===== config.mk =====
export PLATFORM = sky130hd
export DESIGN_NAME = hls_run_sequencer
export DESIGN_NICKNAME = d
export VERILOG_FILES = /design/src/rtl/hls_run_sequencer.sv
export SDC_FILE = /design/constraint.sdc
export NUM_CORES = 1
export LEC_CHECK = 0
export ABC_AREA = 1
export CORE_ASPECT_RATIO = 0.8
export CORE_MARGIN = 4
export CORE_UTILIZATION = 59
export CTS_BUF_LIST = sky130_fd_sc_hd__clkbuf_4
export DETAILED_ROUTE_END_ITERATION = 16
export GPL_ROUTABILITY_DRIVEN = 0
export PLACE_DENSITY = 0.82
export RECOVER_POWER = 50
export REMOVE_ABC_BUFFERS = 1
export SYNTH_ARGS = -nofsm -noshare
export SYNTH_HDL_FRONTEND = slang
export SYNTH_SLANG_ARGS = --single-unit

===== constraint.sdc =====
create_clock -name clock -period 6.2 [get_ports clock]
set_input_delay 1.24 -clock clock [delete_from_list [all_inputs] [get_ports clock]]
set_output_delay 1.24 -clock clock [all_outputs]
set_load 0.02 [all_outputs]

===== src/rtl/hls_run_sequencer.sv =====
// Run-control sequencer for an HLS accelerator with a start_port/done_port handshake.
// For each run it resets the accelerator, pulses start, times the run and emits one result record.
// Optional abort input: define HLS_RUN_SEQUENCER_ABORT_EN.
module hls_run_sequencer #(
  parameter int CYC_W            = 32,
  parameter int TIMEOUT_CYCLES   = 200000000,
  parameter int ACC_RESET_CYCLES = 2,
  parameter int RUN_W            = 16
) (
  input  logic             clock,
  input  logic             reset,
  input  logic             cmd_valid,
  input  logic [RUN_W-1:0] cmd_runs,
  output logic             cmd_ready,
  output logic             busy,
  output logic             acc_reset,
  output logic             acc_start_port,
  input  logic             acc_done_port,
`ifdef HLS_RUN_SEQUENCER_ABORT_EN
  input  logic             abort,
`endif
  output logic             res_valid,
  input  logic             res_ready,
  output logic [1:0]       res_status,
  output logic [CYC_W-1:0] res_cycles,
  output logic [RUN_W-1:0] res_index
);

  localparam int RST_W = (ACC_RESET_CYCLES > 1) ? $clog2(ACC_RESET_CYCLES) : 1;
  localparam logic [RST_W-1:0] RST_LAST    = RST_W'(ACC_RESET_CYCLES - 1);
  localparam logic [CYC_W-1:0] TIMEOUT_VAL = CYC_W'(TIMEOUT_CYCLES);
  localparam logic [CYC_W-1:0] CYC_ONE     = CYC_W'(1);
  localparam logic [1:0] ST_OK      = 2'd0;
  localparam logic [1:0] ST_TIMEOUT = 2'd1;
  localparam logic [1:0] ST_ABORT   = 2'd2;

  typedef enum logic [2:0] {S_IDLE, S_ACC_RST, S_START, S_RUN, S_REPORT} state_t;

  state_t           state_q, state_d;
  logic             cmd_ready_q, cmd_ready_d;
  logic             busy_q, busy_d;
  logic             acc_reset_q, acc_reset_d;
  logic             acc_start_q, acc_start_d;
  logic             res_valid_q, res_valid_d;
  logic [1:0]       res_status_q, res_status_d;
  logic [CYC_W-1:0] res_cycles_q, res_cycles_d;
  logic [RUN_W-1:0] res_index_q, res_index_d;
  logic [RUN_W-1:0] remaining_q, remaining_d;
  logic [RST_W-1:0] rst_cnt_q, rst_cnt_d;
  logic [CYC_W-1:0] cnt_q, cnt_d;

  logic             abort_w;
  logic             rep_en;
  logic [1:0]       rep_status;
  logic [CYC_W-1:0] rep_cycles;
  logic [CYC_W-1:0] cnt_inc;

`ifdef HLS_RUN_SEQUENCER_ABORT_EN
  assign abort_w = abort;
`else
  assign abort_w = 1'b0;
`endif

  assign cnt_inc = cnt_q + CYC_ONE;

  always_comb begin
    state_d      = state_q;
    cmd_ready_d  = cmd_ready_q;
    busy_d       = busy_q;
    acc_reset_d  = acc_reset_q;
    acc_start_d  = 1'b0;
    res_valid_d  = res_valid_q;
    res_status_d = res_status_q;
    res_cycles_d = res_cycles_q;
    res_index_d  = res_index_q;
    remaining_d  = remaining_q;
    rst_cnt_d    = rst_cnt_q;
    cnt_d        = cnt_q;
    rep_en       = 1'b0;
    rep_status   = ST_OK;
    rep_cycles   = '0;

    case (state_q)
      S_IDLE: begin
        if (cmd_valid && cmd_ready_q && (cmd_runs != '0)) begin
          state_d     = S_ACC_RST;
          cmd_ready_d = 1'b0;
          busy_d      = 1'b1;
          acc_reset_d = 1'b0;
          remaining_d = cmd_runs;
          res_index_d = '0;
          rst_cnt_d   = '0;
        end
      end
      S_ACC_RST: begin
        if (abort_w) begin
          rep_en     = 1'b1;
          rep_status = ST_ABORT;
        end else if (rst_cnt_q == RST_LAST) begin
          state_d     = S_START;
          acc_reset_d = 1'b1;
          acc_start_d = 1'b1;
          cnt_d       = CYC_ONE;
        end else begin
          rst_cnt_d = rst_cnt_q + RST_W'(1);
        end
      end
      S_START: begin
        if (acc_done_port) begin
          rep_en     = 1'b1;
          rep_cycles = CYC_ONE;
        end else if (abort_w) begin
          rep_en     = 1'b1;
          rep_status = ST_ABORT;
          rep_cycles = cnt_q;
        end else begin
          state_d = S_RUN;
        end
      end
      S_RUN: begin
        // done takes priority over both abort and the watchdog
        if (acc_done_port) begin
          rep_en     = 1'b1;
          rep_cycles = cnt_inc;
        end else if (abort_w) begin
          rep_en     = 1'b1;
          rep_status = ST_ABORT;
          rep_cycles = cnt_q;
        end else if (cnt_inc == TIMEOUT_VAL) begin
          rep_en     = 1'b1;
          rep_status = ST_TIMEOUT;
          rep_cycles = TIMEOUT_VAL;
        end else begin
          cnt_d = cnt_inc;
        end
      end
      S_REPORT: begin
        if (res_ready) begin
          res_valid_d = 1'b0;
          remaining_d = remaining_q - RUN_W'(1);
          if ((res_status_q != ST_OK) || (remaining_q == RUN_W'(1))) begin
            state_d     = S_IDLE;
            cmd_ready_d = 1'b1;
            busy_d      = 1'b0;
            acc_reset_d = 1'b1;
          end else begin
            state_d     = S_ACC_RST;
            res_index_d = res_index_q + RUN_W'(1);
            acc_reset_d = 1'b0;
            rst_cnt_d   = '0;
          end
        end
      end
      default: state_d = S_IDLE;
    endcase

    // An aborted run keeps the accelerator in reset while its record waits.
    if (rep_en) begin
      state_d      = S_REPORT;
      res_valid_d  = 1'b1;
      res_status_d = rep_status;
      res_cycles_d = rep_cycles;
      acc_reset_d  = (rep_status != ST_ABORT);
    end
  end

  always_ff @(posedge clock) begin
    if (reset) begin
      state_q      <= S_IDLE;
      cmd_ready_q  <= 1'b1;
      busy_q       <= 1'b0;
      acc_reset_q  <= 1'b1;
      acc_start_q  <= 1'b0;
      res_valid_q  <= 1'b0;
      res_status_q <= '0;
      res_cycles_q <= '0;
      res_index_q  <= '0;
      remaining_q  <= '0;
      rst_cnt_q    <= '0;
      cnt_q        <= '0;
    end else begin
      state_q      <= state_d;
      cmd_ready_q  <= cmd_ready_d;
      busy_q       <= busy_d;
      acc_reset_q  <= acc_reset_d;
      acc_start_q  <= acc_start_d;
      res_valid_q  <= res_valid_d;
      res_status_q <= res_status_d;
      res_cycles_q <= res_cycles_d;
      res_index_q  <= res_index_d;
      remaining_q  <= remaining_d;
      rst_cnt_q    <= rst_cnt_d;
      cnt_q        <= cnt_d;
    end
  end

  assign cmd_ready      = cmd_ready_q;
  assign busy           = busy_q;
  assign acc_reset      = acc_reset_q;
  assign acc_start_port = acc_start_q;
  assign res_valid      = res_valid_q;
  assign res_status     = res_status_q;
  assign res_cycles     = res_cycles_q;
  assign res_index      = res_index_q;

endmodule


==> results of run 1 <==
[metal layers]
| metal | part of all wire [%] | track usage [%] | vias to the layer above |
|---|---|---|---|
| li1 | - | - | 3373 |
| met2 | 46 | 44.2 | 231 |
| met1 | 45 | 37.5 | 2965 |
| met5 | 0 | 0 | - |
| met4 | 1.6 | 8.86 | 0 |
| met3 | 7.5 | 6.48 | 24 |
[flip-flops by register name (all words and copies together) (netlist names)]
register,flops
acc_reset,1
acc_start_port,1
busy,1
cmd_ready,1
cnt_q,32
remaining_q,16
res_cycles,32
res_index,16
res_status,1
res_valid,1
rst_cnt_q,1
state_q,3
[cell type report]
cell class | count | area, sq um | share of cell area (%)
Sequential cell | 106 | 2120 | 29.8
Inverter | 94 | 353 | 4.95
Clock buffer | 11 | 82.6 | 1.16
Tap cell | 140 | 175 | 2.46
Clock inverter | 5 | 63.8 | 0.895
Multi-Input combinational cell | 786 | 3560 | 50.0
Timing Repair Buffer | 79 | 769 | 10.8
[stage by stage]
stage	worst slack [ns]	utilization [%]
after floorplan	2.37	-
after CTS	2.29	69.5
final	1.39	69.3
after global routing	1.19	69.3
after global placement	1.84	68.1
after detailed placement	1.77	68.1
[critical path, stage by stage]
cell and delay (ns):
buf_2 0.07, clkbuf_1 1.88, inv_1 1.06, buf_4 0.53, nand2_1 0.11, inv_1 0.09, o21ai_0 0.09, a21oi_1 0.05
[kinds of logic (layout without fill, tap and decap cells)]
kind of cell    count (synthesis)  after routing  synth area share [%]
xor+xnor                       17             17                  2.39
compound gates                126            126                  11.2
fa+ha+maj                       5              5                  1.00
simple gates                  637            637                  42.8
buf+inv                       132            189                  8.51
flops                         106            106                  34.1
other cells                     1              1                0.0602
[layout by cell type (no fill, tap or decap), types with 7 or more instances in the layout]
| cell type | synthesis | final |
|---|---|---|
| nand2_1 | 333 | 335 |
| nor2_1 | 172 | 174 |
| dfxtp_1 | 106 | 106 |
| inv_1 | 92 | 92 |
| nand3_1 | 67 | 67 |
| a21oi_1 | 67 | 67 |
| dlygate4sd3_1 | 0 | 55 |
| o21ai_0 | 30 | 30 |
| clkdlybuf4s50_1 | 0 | 18 |
| nor3_1 | 16 | 16 |
| nand4_1 | 13 | 13 |
| xor2_1 | 11 | 11 |
| clkbuf_4 | 0 | 11 |
| nor4_1 | 9 | 9 |
| a31oi_1 | 7 | 7 |
[how the worst min path moves through the flow]
| stage | start | end | slack [ns] | cells after the start |
|---|---|---|---|---|
| after global placement | res_cycles[16] | res_cycles[16] | 0.43 | 2 |
| after global routing | res_cycles[16] | res_cycles[16] | 0.47 | 2 |
| after detailed placement | res_cycles[16] | res_cycles[16] | 0.44 | 2 |
| after floorplan | remaining_q[14] | remaining_q[14] | 0.45 | 2 |
| after CTS | res_cycles[16] | res_cycles[16] | 0.46 | 2 |
| final | res_cycles[16] | res_cycles[16] | 0.46 | 2 |
[power breakdown]
| group | total [mW] | internal, mW | switching, mW |
|---|---|---|---|
| Sequential | 0.998 | 0.830 | 0.169 |
| Combinational | 0.998 | 0.323 | 0.675 |
| Clock | 0.379 | 0.136 | 0.243 |
==> impl_metrics.json, run 1 <==
{
  "status": "finished, violations left",
  "violations": "capacitance limit, slew limit",
  "path_class": "in -> reg",
  "cts_buffers": 9,
  "hold_class": "reg -> reg",
  "maxCapViolations": 1,
  "grt-ovfl-total": 0,
  "yosysUniqueCellTypes": 39,
  "r2r-start": "cnt_q[0]",
  "period_share_pct": 77.6,
  "max_freq_mhz": 208,
  "drc": 0,
  "clockBufferDepth": 2,
  "placed_cells": 1205,
  "synth_edf_count": 0,
  "fin_area_sq_um": 7130,
  "drive_gt1_share_pct": 4.44,
  "finalHoldViolCount": 0,
  "total_leakage_power_nw": 3.05,
  "htree_levels": 3,
  "fillers": 958,
  "ys_top_cells_by_area": "dfxtp_1 34%, nand2_1 20%, nor2_1 10%, inv_1 5.5%, a21oi_1 5.4%",
  "dp_hpwl_microns": 12000,
  "reg2reg_to": "res_cycles[15]",
  "setup_viol": 0,
  "ys_warn_count": 0,
  "drt_iter0_drc": 456,
  "fp.dieH_microns": 99.9,
  "syn_inst": 1024,
  "syn_avg_cell_area_sq_um": 6.08,
  "ir_drop_mv": 0.222,
  "n_antenna_cell": 0,
  "start_util_pct": 60.6,
  "rsz0062_at_grt": "no",
  "slew_headroom_pct": -78.9,
  "clock_latency_ns": 0.48,
  "grt_pass1_vias": 5844,
  "gr-usage-all-layers_pct": 27.8,
  "vias": 6593,
  "routed_wirelength_microns": 16700,
  "synth_common_cells": "333 x nand2_1, 172 x nor2_1, 106 x dfxtp_1",
  "endpoint": "res_index[3]",
  "grt_pass1_wl_microns": 27800,
  "hold_slack_ns": 0.459,
  "netlist_area_sq_um": 6230,
  "min_period_ns": 4.81,
  "placed_area_sq_um": 7000,
  "worstPathRequired_ns": 6.59,
  "synth-seq-cells": 106,
  "die-area_sq_um": 12300,
  "tns_ns": 0,
  "antenna_found_initial": 0,
  "portBuffers": 74,
  "synth.largest_area_cell": "dfxtp_1",
  "cts_hold_buffers": 0,
  "ant_nets": 0,
  "design.core.area_sq_um": 10300,
  "synthToLayoutAreaGrowth_pct": 14.4,
  "slew_violations": 54,
  "nets": 1102,
  "rows": 33,
  "startpoint_type": "primary input",
  "crit_path_end_kind": "flip-flop",
  "worstPathMaxFanout": 53,
  "synth_seq_area_share_pct": 34.1,
  "worst_slew_pin_slew_ns": 2.68,
  "p_per_area_nw_per_um2": 333,
  "die_w_microns": 123,
  "viasPerCell": 5.40,
  "total_power_mw": 2.38,
  "ys.flop_type": "dfxtp_1",
  "cts_num_sinks": 106,
  "drt_first_pass_iters": 5,
  "num_io_pins": 76,
  "rrSetupSlack_ns": 2.23,
  "clockRootBuffer": "clkbuf_4",
  "ys_async_sr_fraction_pct": 0,
  "crit_start": "reset",
  "rr_worst_depth": 18,
  "grt_start_max_net_pins": 54,
  "postCtsSetupBuffers": 0,
  "clkTransAtPathRegs_ns": 0.17,
  "cp.arrival_ns": 5.20,
  "yosysMostFrequentCell": "nand2_1",
  "cts_resized": 0,
  "cts_tree": "yes",
  "finalNonFillerCells": 1221,
  "fin_worst_skew_ns": 0.0167,
  "wire_per_inst_microns": 13.7,
  "synth_top_area_share_pct": 34.1
}
(Power assumes the default switching activity.)
==> run 2, diff against run 1 <==
--- a/config.mk
+++ b/config.mk
@@ -8,11 +8,11 @@
 export ABC_AREA = 1
 export CORE_ASPECT_RATIO = 0.8
 export CORE_MARGIN = 4
-export CORE_UTILIZATION = 59
+export CORE_UTILIZATION = 53
 export CTS_BUF_LIST = sky130_fd_sc_hd__clkbuf_4
 export DETAILED_ROUTE_END_ITERATION = 16
 export GPL_ROUTABILITY_DRIVEN = 0
-export PLACE_DENSITY = 0.82
+export PLACE_DENSITY = 0.78
 export RECOVER_POWER = 50
 export REMOVE_ABC_BUFFERS = 1
 export SYNTH_ARGS = -nofsm -noshare
==> constraint.sdc (replaced) <==
create_clock -name clock -period 4.1 [get_ports clock]
set_input_delay 0.82 -clock clock [delete_from_list [all_inputs] [get_ports clock]]
set_output_delay 0.82 -clock clock [all_outputs]
set_load 0.02 [all_outputs]
==> run 2 against run 1 <==
  * The flow now finishes without violations
  * Clock skew grew 0.0023 ns
  * Sequential share of layout area shrank 0.26 points
  * Core utilization shrank 6.9 points
  * Non-clock buffer count grew 3
  * First-iteration DRC count grew 5.0%
  * Clock power grew 61%
  * Critical path depth grew 3
  * Flip-flop and latch count is the same
  * Via count shrank 0.86%
  * Critical endpoint is now remaining_q[12]
  * Largest power group unchanged
  * Highest routed layer unchanged
==> impl_metrics.json, run 2 (same netlist as run 1, synthesis figures left out) <==
{
  "period_share_pct": 81.4,
  "grt_pass1_wl_microns": 27600,
  "hold_class": "reg -> reg",
  "antenna_found_initial": 0,
  "status": "completed",
  "switchingPower_mw": 1.67,
  "met3_length_microns": 1140,
  "final_common_cell": "nand2_1",
  "path_cells": "nor2_1 > inv_1 > nor2_1 > clkbuf_1 > nand2_1 > nand2_1 > clkbuf_1 > inv_1 > a21oi_1 > o21ai_0 > a21oi_1",
  "rsz0062_at_grt": "no",
  "critical_path_buf_inv_count": 4,
  "clock_latency_ns": 0.50,
  "gr-usage-all-layers_pct": 24.7,
  "clockBufferDepth": 2,
  "worstPathMaxFanout": 30,
  "worst_slew_pin_slew_ns": 1.18,
  "fp.dieH_microns": 105,
  "viasPerCell": 5.31,
  "n_antenna_cell": 0,
  "routed_wirelength_microns": 16500,
  "clockRootBuffer": "clkbuf_4",
  "cp.arrival_ns": 3.77,
  "combPwrFrac_pct": 41.3,
  "design.core.area_sq_um": 11500,
  "cts_hold_buffers": 0,
  "p_int_mw": 1.95,
  "max_stage_delay_ns": 0.87,
  "finalNonFillerCells": 1232,
  "min_period_ns": 3.34,
  "final_util_pct": 62.4,
  "cts_tree": "yes",
  "slew_violations": 0,
  "drt_iter0_drc": 479,
  "htree_levels": 3,
  "setup_slack_ns": 0.763,
  "critPathSlowestCell": "clkbuf_1",
  "die_w_microns": 129,
  "drc": 0,
  "place_ws_ns": 0.880,
  "top_layer_used": "met4",
  "finalHoldViolCount": 0,
  "hold_slack_ns": 0.469,
  "drive_gt1_share_pct": 4.98,
  "postCtsSetupBuffers": 0,
  "portBuffers": 74,
  "path_class": "reg -> reg",
  "pwr-share-seq_pct": 41.8,
  "crit_path_end_kind": "flip-flop",
  "fillers": 1107,
  "worstPathRequired_ns": 4.54,
  "total_leakage_power_nw": 3.06,
  "wl_met1_microns": 7910,
  "drt_first_pass_iters": 6,
  "grt-ovfl-total": 0,
  "pwr-share-clk_pct": 16.9,
  "nets": 1105,
  "vias": 6536,
  "fin_area_sq_um": 7190,
  "placed_cells": 1216,
  "ir_drop_mv": 0.263,
  "setup_viol": 0,
  "startpoint_type": "flip-flop",
  "fin_worst_skew_ns": 0.0190,
  "cts_num_sinks": 106,
  "tns_ns": 0,
  "total_power_mw": 3.62,
  "rows": 35,
  "wire_per_inst_microns": 13.4,
  "die-area_sq_um": 13600,
  "grt_start_max_net_pins": 53,
  "p_per_area_nw_per_um2": 503,
  "slew_headroom_pct": 21.6,
  "cts_buffers": 9,
  "dp_hpwl_microns": 11900,
  "num_io_pins": 76,
  "cts_resized": 0,
  "grt_pass1_vias": 5846,
  "clkTransAtPathRegs_ns": 0.19,
  "met2WireLength_microns": 7150,
  "cpLargestDelayFamily": "buffers and inverters",
  "max_freq_mhz": 300,
  "layout_common_cells": "333 x nand2_1, 172 x nor2_1, 106 x dfxtp_1",
  "ant_nets": 0,
  "placed_area_sq_um": 7030,
  "p_sw_share_pct": 46.0,
  "start_util_pct": 54.1,
  "maxCapViolations": 0,
  "synthToLayoutAreaGrowth_pct": 15.4
}
run 2: power by group through the flow:
stage / sequential [mW] / combinational [mW] / clock [mW]
after detailed placement: 1.52 / 1.48 / 0
after CTS: 1.50 / 1.49 / 0.621
after global routing: 1.54 / 1.72 / 0.654
final: 1.51 / 1.49 / 0.612
after global placement: 1.52 / 1.47 / 0
after floorplan: 1.47 / 1.11 / 0
run 2: routing by layer:
layer | vias up | global-route usage (%)
met5 | - | 0
met4 | 0 | 6.52
met3 | 22 | 5.01
met2 | 228 | 37.4
met1 | 2906 | 35.5
li1 | 3380 | -
run 2: worst paths after layout:
check                                        to      startpoint  slack, ns  cells after the start
worst min-delay path             res_cycles[30]  res_cycles[30]       0.47                      2
worst max-delay path            remaining_q[12]      state_q[0]       0.76                     11
worst min register to register   res_cycles[30]  res_cycles[30]       0.47                      2
worst max register to register  remaining_q[12]      state_q[0]       0.76                     11
run 2: cell type report:
cell class	count	area (sq um)	area share, %
sequential	106	2120	29.5
timing repair buffer	82	788	11.0
inverter	94	353	4.91
clock buffer	9	67.6	0.939
multi-input combinational	786	3580	49.8
clock inverter	7	97.6	1.36
tap	148	185	2.57
run 2: tightest hold or removal path, cell delays in order (launching register included):
cell and delay, ns:
dfxtp_1 0.34, nand2_1 0.06, a21oi_1 0.05
==> run 3, diff against run 2 <==
--- a/config.mk
+++ b/config.mk
@@ -8,11 +8,11 @@
 export ABC_AREA = 1
 export CORE_ASPECT_RATIO = 0.8
 export CORE_MARGIN = 4
-export CORE_UTILIZATION = 53
+export CORE_UTILIZATION = 58
 export CTS_BUF_LIST = sky130_fd_sc_hd__clkbuf_4
 export DETAILED_ROUTE_END_ITERATION = 16
 export GPL_ROUTABILITY_DRIVEN = 0
-export PLACE_DENSITY = 0.78
+export PLACE_DENSITY = 0.81
 export RECOVER_POWER = 50
 export REMOVE_ABC_BUFFERS = 1
 export SYNTH_ARGS = -nofsm -noshare
==> constraint.sdc (replaced) <==
create_clock -name clock -period 3.2 [get_ports clock]
set_input_delay 0.64 -clock clock [delete_from_list [all_inputs] [get_ports clock]]
set_output_delay 0.64 -clock clock [all_outputs]
set_load 0.02 [all_outputs]
==> run 3 against run 2 <==
  * Total power increased by 25%
  * Cell area decreased by 0.30%
  * Non-clock buffer count increased by 5
  * Register-to-register slack got worse by 0.46 ns
  * Via count increased by 0.60%
  * First-iteration DRC count increased by 9.2%
  * Combinational power increased by 31%
  * Critical path type unchanged
  * Critical endpoint is now res_cycles[9]
  * Largest cell class unchanged
  * Highest routed layer unchanged
==> impl_metrics.json, run 3 (same netlist as run 1, synthesis figures left out) <==
{
  "status": "completed",
  "worst_slew_pin_slew_ns": 1.10,
  "die_w_microns": 124,
  "total_power_mw": 4.53,
  "hold_class": "reg -> reg",
  "rsz0062_at_grt": "no",
  "fillers": 992,
  "postCtsSetupBuffers": 0,
  "antenna_found_initial": 0,
  "drt_first_pass_iters": 6,
  "clockBufferDepth": 2,
  "gr-usage-all-layers_pct": 27.2,
  "drc": 0,
  "grt-ovfl-total": 0,
  "p_sw_share_pct": 46.5,
  "drt_iter0_drc": 523,
  "routed_wirelength_microns": 16500,
  "crit_path_end_kind": "flip-flop",
  "setup_viol": 0,
  "viasPerCell": 5.35,
  "cts_buffers": 9,
  "cp.arrival_ns": 3.27,
  "n_antenna_cell": 0,
  "worstPathMaxFanout": 17,
  "clock_latency_ns": 0.48,
  "p_int_mw": 2.42,
  "cts_resized": 0,
  "ir_drop_mv": 0.366,
  "worstPathRequired_ns": 3.58,
  "pwr-share-seq_pct": 42.9,
  "drive_gt1_share_pct": 5.33,
  "slew_headroom_pct": 26.5,
  "nets": 1110,
  "die-area_sq_um": 12500,
  "clkTransAtPathRegs_ns": 0.17,
  "p_per_area_nw_per_um2": 632,
  "fp.dieH_microns": 101,
  "period_share_pct": 90.5,
  "cts_num_sinks": 106,
  "grt_pass1_vias": 5965,
  "ant_nets": 0,
  "synthToLayoutAreaGrowth_pct": 15.1,
  "min_period_ns": 2.90,
  "vias": 6575,
  "design.core.area_sq_um": 10400,
  "htree_levels": 3,
  "place_ws_ns": 0.390,
  "slew_violations": 0,
  "cts_tree": "yes",
  "switchingPower_mw": 2.11,
  "path_class": "reg -> reg",
  "cts_hold_buffers": 0,
  "finalHoldViolCount": 0,
  "combPwrFrac_pct": 42.9,
  "num_io_pins": 76,
  "layout_common_cells": "333 x nand2_1, 172 x nor2_1, 106 x dfxtp_1",
  "grt_start_max_net_pins": 53,
  "placed_cells": 1213,
  "fin_worst_skew_ns": 0.0255,
  "max_freq_mhz": 345,
  "clockRootBuffer": "clkbuf_4",
  "final_common_cell": "nand2_1",
  "finalNonFillerCells": 1229,
  "total_leakage_power_nw": 3.07,
  "maxCapViolations": 0,
  "register_area_sq_um": 2120,
  "pwr-share-clk_pct": 14.2,
  "multi_input_area_sq_um": 3580,
  "dp_hpwl_microns": 12000,
  "start_util_pct": 60.1,
  "wire_per_inst_microns": 13.4,
  "setup_slack_ns": 0.305,
  "rows": 33,
  "startpoint_type": "flip-flop",
  "portBuffers": 74,
  "grt_pass1_wl_microns": 27600
}
==> run 3: cell types whose count changed in the layout (fill, tap and decap cells not counted) <==
| cell | previous run | this run |
|---|---|---|
| buf_4 | 6 | 11 |
| clkinv_8 | 2 | 0 |
| clkinv_2 | 0 | 2 |
| clkinv_4 | 1 | 0 |
| dlygate4sd3_1 | 54 | 55 |
| bufinv_16 | 1 | 0 |
| clkdlybuf4s50_1 | 19 | 18 |
| clkinv_1 | 1 | 2 |
| inv_6 | 3 | 4 |
==> run 3: worst max-delay path, stage by stage, from the launching register on <==
cell and delay (ns):
dfxtp_1 0.43, ha_1 0.24, nand2_1 0.11, nor2_4 0.18
nand3_1 0.18, inv_1 0.11, nand2_1 0.06, nand2_1 0.08
nand2_1 0.18, nor2_1 0.15, nand2_1 0.06, nor2_2 0.09
nand3_2 0.10, nand2_2 0.12, nand2_2 0.22, buf_4 0.29
o21ai_1 0.15, nor2_1 0.05
==> run 3: layout make-up <==
type | instances | share of cell area (%)
repair buffers | 87 | 11.5
clock buffers | 9 | 0.942
well taps | 140 | 2.44
clock inverters | 7 | 0.681
multi-input cells | 786 | 49.9
inverters | 94 | 4.92
flip-flops and latches | 106 | 29.6
==> run 3: through the flow <==
stage                     TNS, ns  util [%]  hold WS (ns)  instance area, sq um
final                           0      69.2         0.467                  7170
after global routing            0      69.2         0.484                  7170
after CTS                       0      69.3         0.471                  7180
after detailed placement        0      68.1         0.448                  7060
after global placement          0      68.1         0.432                  7060
after floorplan            -17.11         -         0.446                  6050
==> run 3: routing by layer <==
layer / wire length [microns] / up-vias / track usage, %
li1: - / 3391 / -
met4: 300 / 0 / 7.49
met5: 0 / - / 0
met1: 7790 / 2935 / 37.5
met3: 1120 / 26 / 5.67
met2: 7290 / 223 / 43.2
==> run 3: final timing paths <==
path             startpoint             end  slack [ns]  cells after the start
min reg2reg  res_cycles[16]  res_cycles[16]        0.47                      2
max                cnt_q[1]   res_cycles[9]        0.30                     17
min          res_cycles[16]  res_cycles[16]        0.47                      2
max reg2reg        cnt_q[1]   res_cycles[9]        0.30                     17
==> run 3: power groups by stage <==
stage | sequential, mW | clock (mW) | combinational (mW)
3_5_place_dp | 1.95 | 0 | 1.93
5_1_grt | 1.97 | 0.718 | 2.23
6_report | 1.94 | 0.644 | 1.95
4_1_cts | 1.93 | 0.663 | 1.94
3_3_place_gp | 1.95 | 0 | 1.89
2_1_floorplan | 1.89 | 0 | 1.43
==> RTL edit 1 (settings of run 2) <==
Make the reset (`reset`) asynchronous in one clocked block.
--- a/src/rtl/hls_run_sequencer.sv
+++ b/src/rtl/hls_run_sequencer.sv
@@ -164,7 +164,7 @@
     end
   end
 
-  always_ff @(posedge clock) begin
+  always_ff @(posedge clock or posedge reset) begin
     if (reset) begin
       state_q      <= S_IDLE;
       cmd_ready_q  <= 1'b1;
Behaviour: differs if reset is asserted again (counterexample within 4 cycles, from zero or initial values and one cycle with reset high); with reset held inactive, the same outputs for 10 cycles.
==> RTL edit 1 against run 2 <==
  * The flow now finishes with violations (max-capacitance violations, max-slew violations)
  * Sequential power down 13%
  * Wire length fell by 4.9%
  * Sequential cell count is the same
  * Clock skew fell by 1.9 ps
  * Power decreased by 17%
  * Cell area increased by 2.4%
  * Area after synthesis grew 2.1%
  * Final cell count is 7.0% lower
  * Worst setup slack improved by 290 ps
  * Synthesized cell count shrank 9.4%
  * Sequential share of layout area grew 6.6 points
  * Critical path type unchanged
  * Largest cell class unchanged
==> RTL edit 1: results (changes against run 2) <==
* Vias per inst at 5.32 (+0.18%)
* Post-placement cell area at 0.00723 mm2 (+2.8%)
* Mux cell area share after synthesis at 0 (unchanged)
* Fin. max-slew vios at 61 (+61)
* Sequential area share after synthesis at 0.417 (+0.0769)
* Placed cells at 1130 (-7.1%)
* Ys async rst share at 1.00 (+1.00)
* Max VDD drop at 0.284 mV (+8.2%)
* Latest clock arrival within the worst-skew pair at 480 ps (-20 ps)
* Slowest stage delay, CP at 670 ps (-200 ps)
* CP bufs+invs at 5 (+1)
* Post-Synth Adder-Cell Area at 0.00984 (-0.000203)
* Clock-pin slew on the worst setup and hold paths at 180 ps
* Top cells by count, synth: nand2_1 (342), nor2_1 (127), dfrtp_1 (104), inv_1 (89), nand3_1 (72)
* Sw frac at 0.433 (-0.0268)
* TritonRoute pass-1 iters at 5 (-1)
* WL met3 at 1160 um (+2.1%)
* Clock share of power at 0.177 (+0.008)
* Fill count at 1060 (-4.2%)
* CP arrival at 3430 ps (-340 ps)
* Register share of total power at 0.438 (+0.020)
* Hold Path Class: flip-flop to flip-flop
* Unique masters post-synth at 41 (+5.1%)
* # diodes at 0 (unchanged)
* Compound-Gate Fraction of Synth Area at 0.0840 (-0.0282)
* Total track usage at 0.237 (-0.00973)
* Failing checks: max-capacitance violations, max-slew violations
* Top delay family on crit path: buffers and inverters
* Max cap viols at 1 (+1)
* Met2 WL at 6950 um (-2.8%)
* Top FF cell, synth: dfrtp_1
* First-pass GRT wire length at 26900 um (-2.5%)
* Top post-synthesis cells by area: dfrtp_1 (41%), nand2_1 (20%), nor2_1 (7.5%), nand3_1 (5.7%), inv_1 (5.3%)
* WL per Instance at 13.7 um (+2.3%)
* Synth Area in XOR/XNOR at 0.0220 (-0.00186)
* Worst Skew at 17.1 ps (-1.89 ps)
* Post-CTS sizing at 0 (unchanged)
* PD cells at 406 mW/mm2 (-19%)
* Buffers on Ports at 74 (unchanged)
* Setup bufs post-CTS at 0 (unchanged)
* Max-slew headroom at -0.554 (-0.770)
* Status: finished, violations left
* HPWL Detailed at 11400 um (-4.5%)
* Static leakage at 3.50 nW (+14%)
* H-tree depth at 3 (unchanged)
* Met1 WL at 7310 um (-7.6%)
* Via count at 6091 (-6.8%)
* Final #Nets at 1019 (-7.8%)
* Setup WS pre-CTS at 1190 ps (+311 ps)
* Worst-path fanout max at 31 (+3.3%)
* Pin count of the biggest net entering global routing at 62 (+17%)
* Number of global-route vias before repair at 5783 (-1.1%)
* Layout cells sized above 1 at 0.0451 (-0.00473)
* Iteration-0 DRC Markers at 602 (+26%)
* Syn Inst Count at 928 (-9.4%)
RTL edit 1: cell type report:
class	count	area, um2	share of cell area
timing repair buffer	85	832	0.113
clock buffer	9	67.6	0.00918
clock inverter	7	72.6	0.00986
sequential	106	2660	0.361
tap	148	185	0.0251
inverter	91	342	0.0464
multi-input combinational	700	3210	0.436
RTL edit 1: layer usage:
layer	global-route usage	vias to the layer above
met2	0.369	220
met3	0.0422	21
li1	-	3078
met1	0.343	2772
met5	0	-
met4	0.0624	0
RTL edit 1: worst paths after layout:
check	from	endpoint	slack, ps	cells past startpoint
worst max-delay path	state_q[1]	res_index[11]	1060	13
min in group asynchronous	reset	res_index[2]	1560	2
worst min register to register	res_cycles[4]	res_cycles[4]	480	2
worst max register to register	state_q[1]	res_index[11]	1060	13
max in group asynchronous	reset	cnt_q[6]	1210	2
worst min-delay path	res_cycles[4]	res_cycles[4]	480	2
==> RTL edit 2 (flow settings as in run 2) <==
Made on the original files. The option `HLS_RUN_SEQUENCER_ABORT_EN` is turned on by a define.
--- a/src/rtl/hls_run_sequencer.sv
+++ b/src/rtl/hls_run_sequencer.sv
@@ -1,6 +1,8 @@
 // Run-control sequencer for an HLS accelerator with a start_port/done_port handshake.
 // For each run it resets the accelerator, pulses start, times the run and emits one result record.
 // Optional abort input: define HLS_RUN_SEQUENCER_ABORT_EN.
+`define HLS_RUN_SEQUENCER_ABORT_EN
+
 module hls_run_sequencer #(
   parameter int CYC_W            = 32,
   parameter int TIMEOUT_CYCLES   = 200000000,
Interface: changed (added abort); port bits go from 76 to 77. No check against the original RTL was run, so the function may have changed too.
==> RTL edit 2 against run 2 <==
  * Synthesized cell count increased by 4.3%
  * Worst setup slack improved by 38 ps
  * Sequential power decreased by 8%
  * Combinational power decreased by 4%
  * Global-route usage increased by 0.97 points
  * Cell area increased by 5.1%
  * Sequential cell count increased by 1
  * Hold slack got worse by 17 ps
  * Clock skew decreased by 2.4 ps
  * Area after synthesis increased by 6.8%
  * Power decreased by 7.2%
  * Wire length increased by 12%
  * Critical path depth increased by 4
  * Non-clock buffer count increased by 2
  * Largest power group is now combinational cells
  * Largest cell class unchanged
==> RTL edit 2: results (changes against run 2) <==
* Slowest stage delay, CP at 560 ps (-310 ps)
* Pin count of the biggest net entering global routing at 44 (-17%)
* Iteration-0 DRC Markers at 908 (+90%)
* TritonRoute pass-1 iters at 6 (unchanged)
* Sequential area share after synthesis at 0.322 (-0.0186)
* Max-slew headroom at 0.333 (+0.118)
* Fill count at 1187 (+7.2%)
* Top cells by count, synth: nand2_1 (349), nor2_1 (121), dfxtp_1 (107), inv_1 (82), nand3_1 (81)
* Worst Skew at 16.6 ps (-2.37 ps)
* Ys async rst share at 0 (unchanged)
* Layout cells sized above 1 at 0.0661 (+0.0163)
* Buffers on Ports at 76 (+2.7%)
* Latest clock arrival within the worst-skew pair at 470 ps (-30 ps)
* Static leakage at 3.11 nW (+1.6%)
* CP max-delay cell: nor2_4
* Final #Nets at 1142 (+3.3%)
* Unique masters post-synth at 46 (+18%)
* Synth Warn # at 0 (unchanged)
* First-pass GRT wire length at 30700 um (+11%)
* Status: complete, no violations
* Number of global-route vias before repair at 6210 (+6.2%)
* Top post-synthesis cells by area: dfxtp_1 (32%), nand2_1 (20%), nor2_1 (6.8%), nand3_1 (6.1%), a21oi_1 (5.0%)
* GR Layer Usage met3 at 0.0512 (+0.00109)
* Clock-pin slew on the worst setup and hold paths at 150 ps (-40 ps)
* Grt met2 use at 0.366 (-0.00832)
* M1 GR Usage at 0.396 (+0.0403)
* Via count at 7153 (+9.4%)
* CP arrival at 3700 ps (-70 ps)
* Worst-path fanout max at 24 (-20%)
-- RTL edit 2: cell families (layout without fill, tap and decap cells) --
group | after synthesis | in the layout | synth area share
DFF | 107 | 107 | 0.322
and+or+nand+nor | 646 | 646 | 0.427
xor gates and xnor gates | 13 | 13 | 0.0171
AOI/OAI and AO/OA | 167 | 167 | 0.144
buffers and inverters | 131 | 183 | 0.0831
adders and majority gates | 4 | 4 | 0.00752
-- RTL edit 2: worst max-delay path, delay by kind of cell, from the launching register on --
family | cells | cell delay, ps
DFF | 1 | 480
adders and majority gates | 1 | 250
and+or+nand+nor | 12 | 2290
AOI/OAI and AO/OA | 2 | 210
-- RTL edit 2: metrics by stage --
| stage | hold WS (ps) | instance area, um2 | worst slack, ps | cells | utilization |
|---|---|---|---|---|---|
| 2_1_floorplan | 441 | 6410 | 416 | 1021 | - |
| 3_3_place_gp | 430 | 7450 | 656 | 1276 | 0.608 |
| 3_5_place_dp | 434 | 7450 | 653 | 1276 | 0.608 |
| 4_1_cts | 459 | 7580 | 1010 | 1291 | 0.618 |
| 5_1_grt | 480 | 7560 | 420 | 1291 | 0.617 |
| 6_report | 452 | 7560 | 801 | 1291 | 0.617 |
-- RTL edit 2: power breakdown --
part	total, mW	switching (mW)	internal, mW
Combinational	1.43	0.977	0.453
Sequential	1.39	0.183	1.21
Clock	0.533	0.345	0.188
-- RTL edit 2: layer usage --
layer	part of all wire	vias to the layer above	wire [um]
met5	0	-	0
met2	0.41	299	7550
li1	-	3598	-
met4	0.0099	0	182
met1	0.50	3236	9140
met3	0.085	20	1570
-- RTL edit 2: path summary, 6_finish.rpt --
path	startpoint	end	slack [ps]	cells after the start
setup / recovery	cnt_q[0]	res_cycles[6]	800	15
hold / removal	res_cycles[28]	res_cycles[28]	450	2
setup reg to reg	cnt_q[0]	res_cycles[6]	800	15
hold reg to reg	res_cycles[28]	res_cycles[28]	450	2
-- RTL edit 2: cell type report --
| type | instances | share of cell area |
|---|---|---|
| Timing Repair Buffer | 84 | 0.107 |
| Multi-Input combinational cell | 830 | 0.522 |
| Inverter | 84 | 0.0417 |
| Sequential cell | 107 | 0.283 |
| Tap cell | 171 | 0.0283 |
| Clock inverter | 5 | 0.00728 |
| Clock buffer | 10 | 0.00993 |
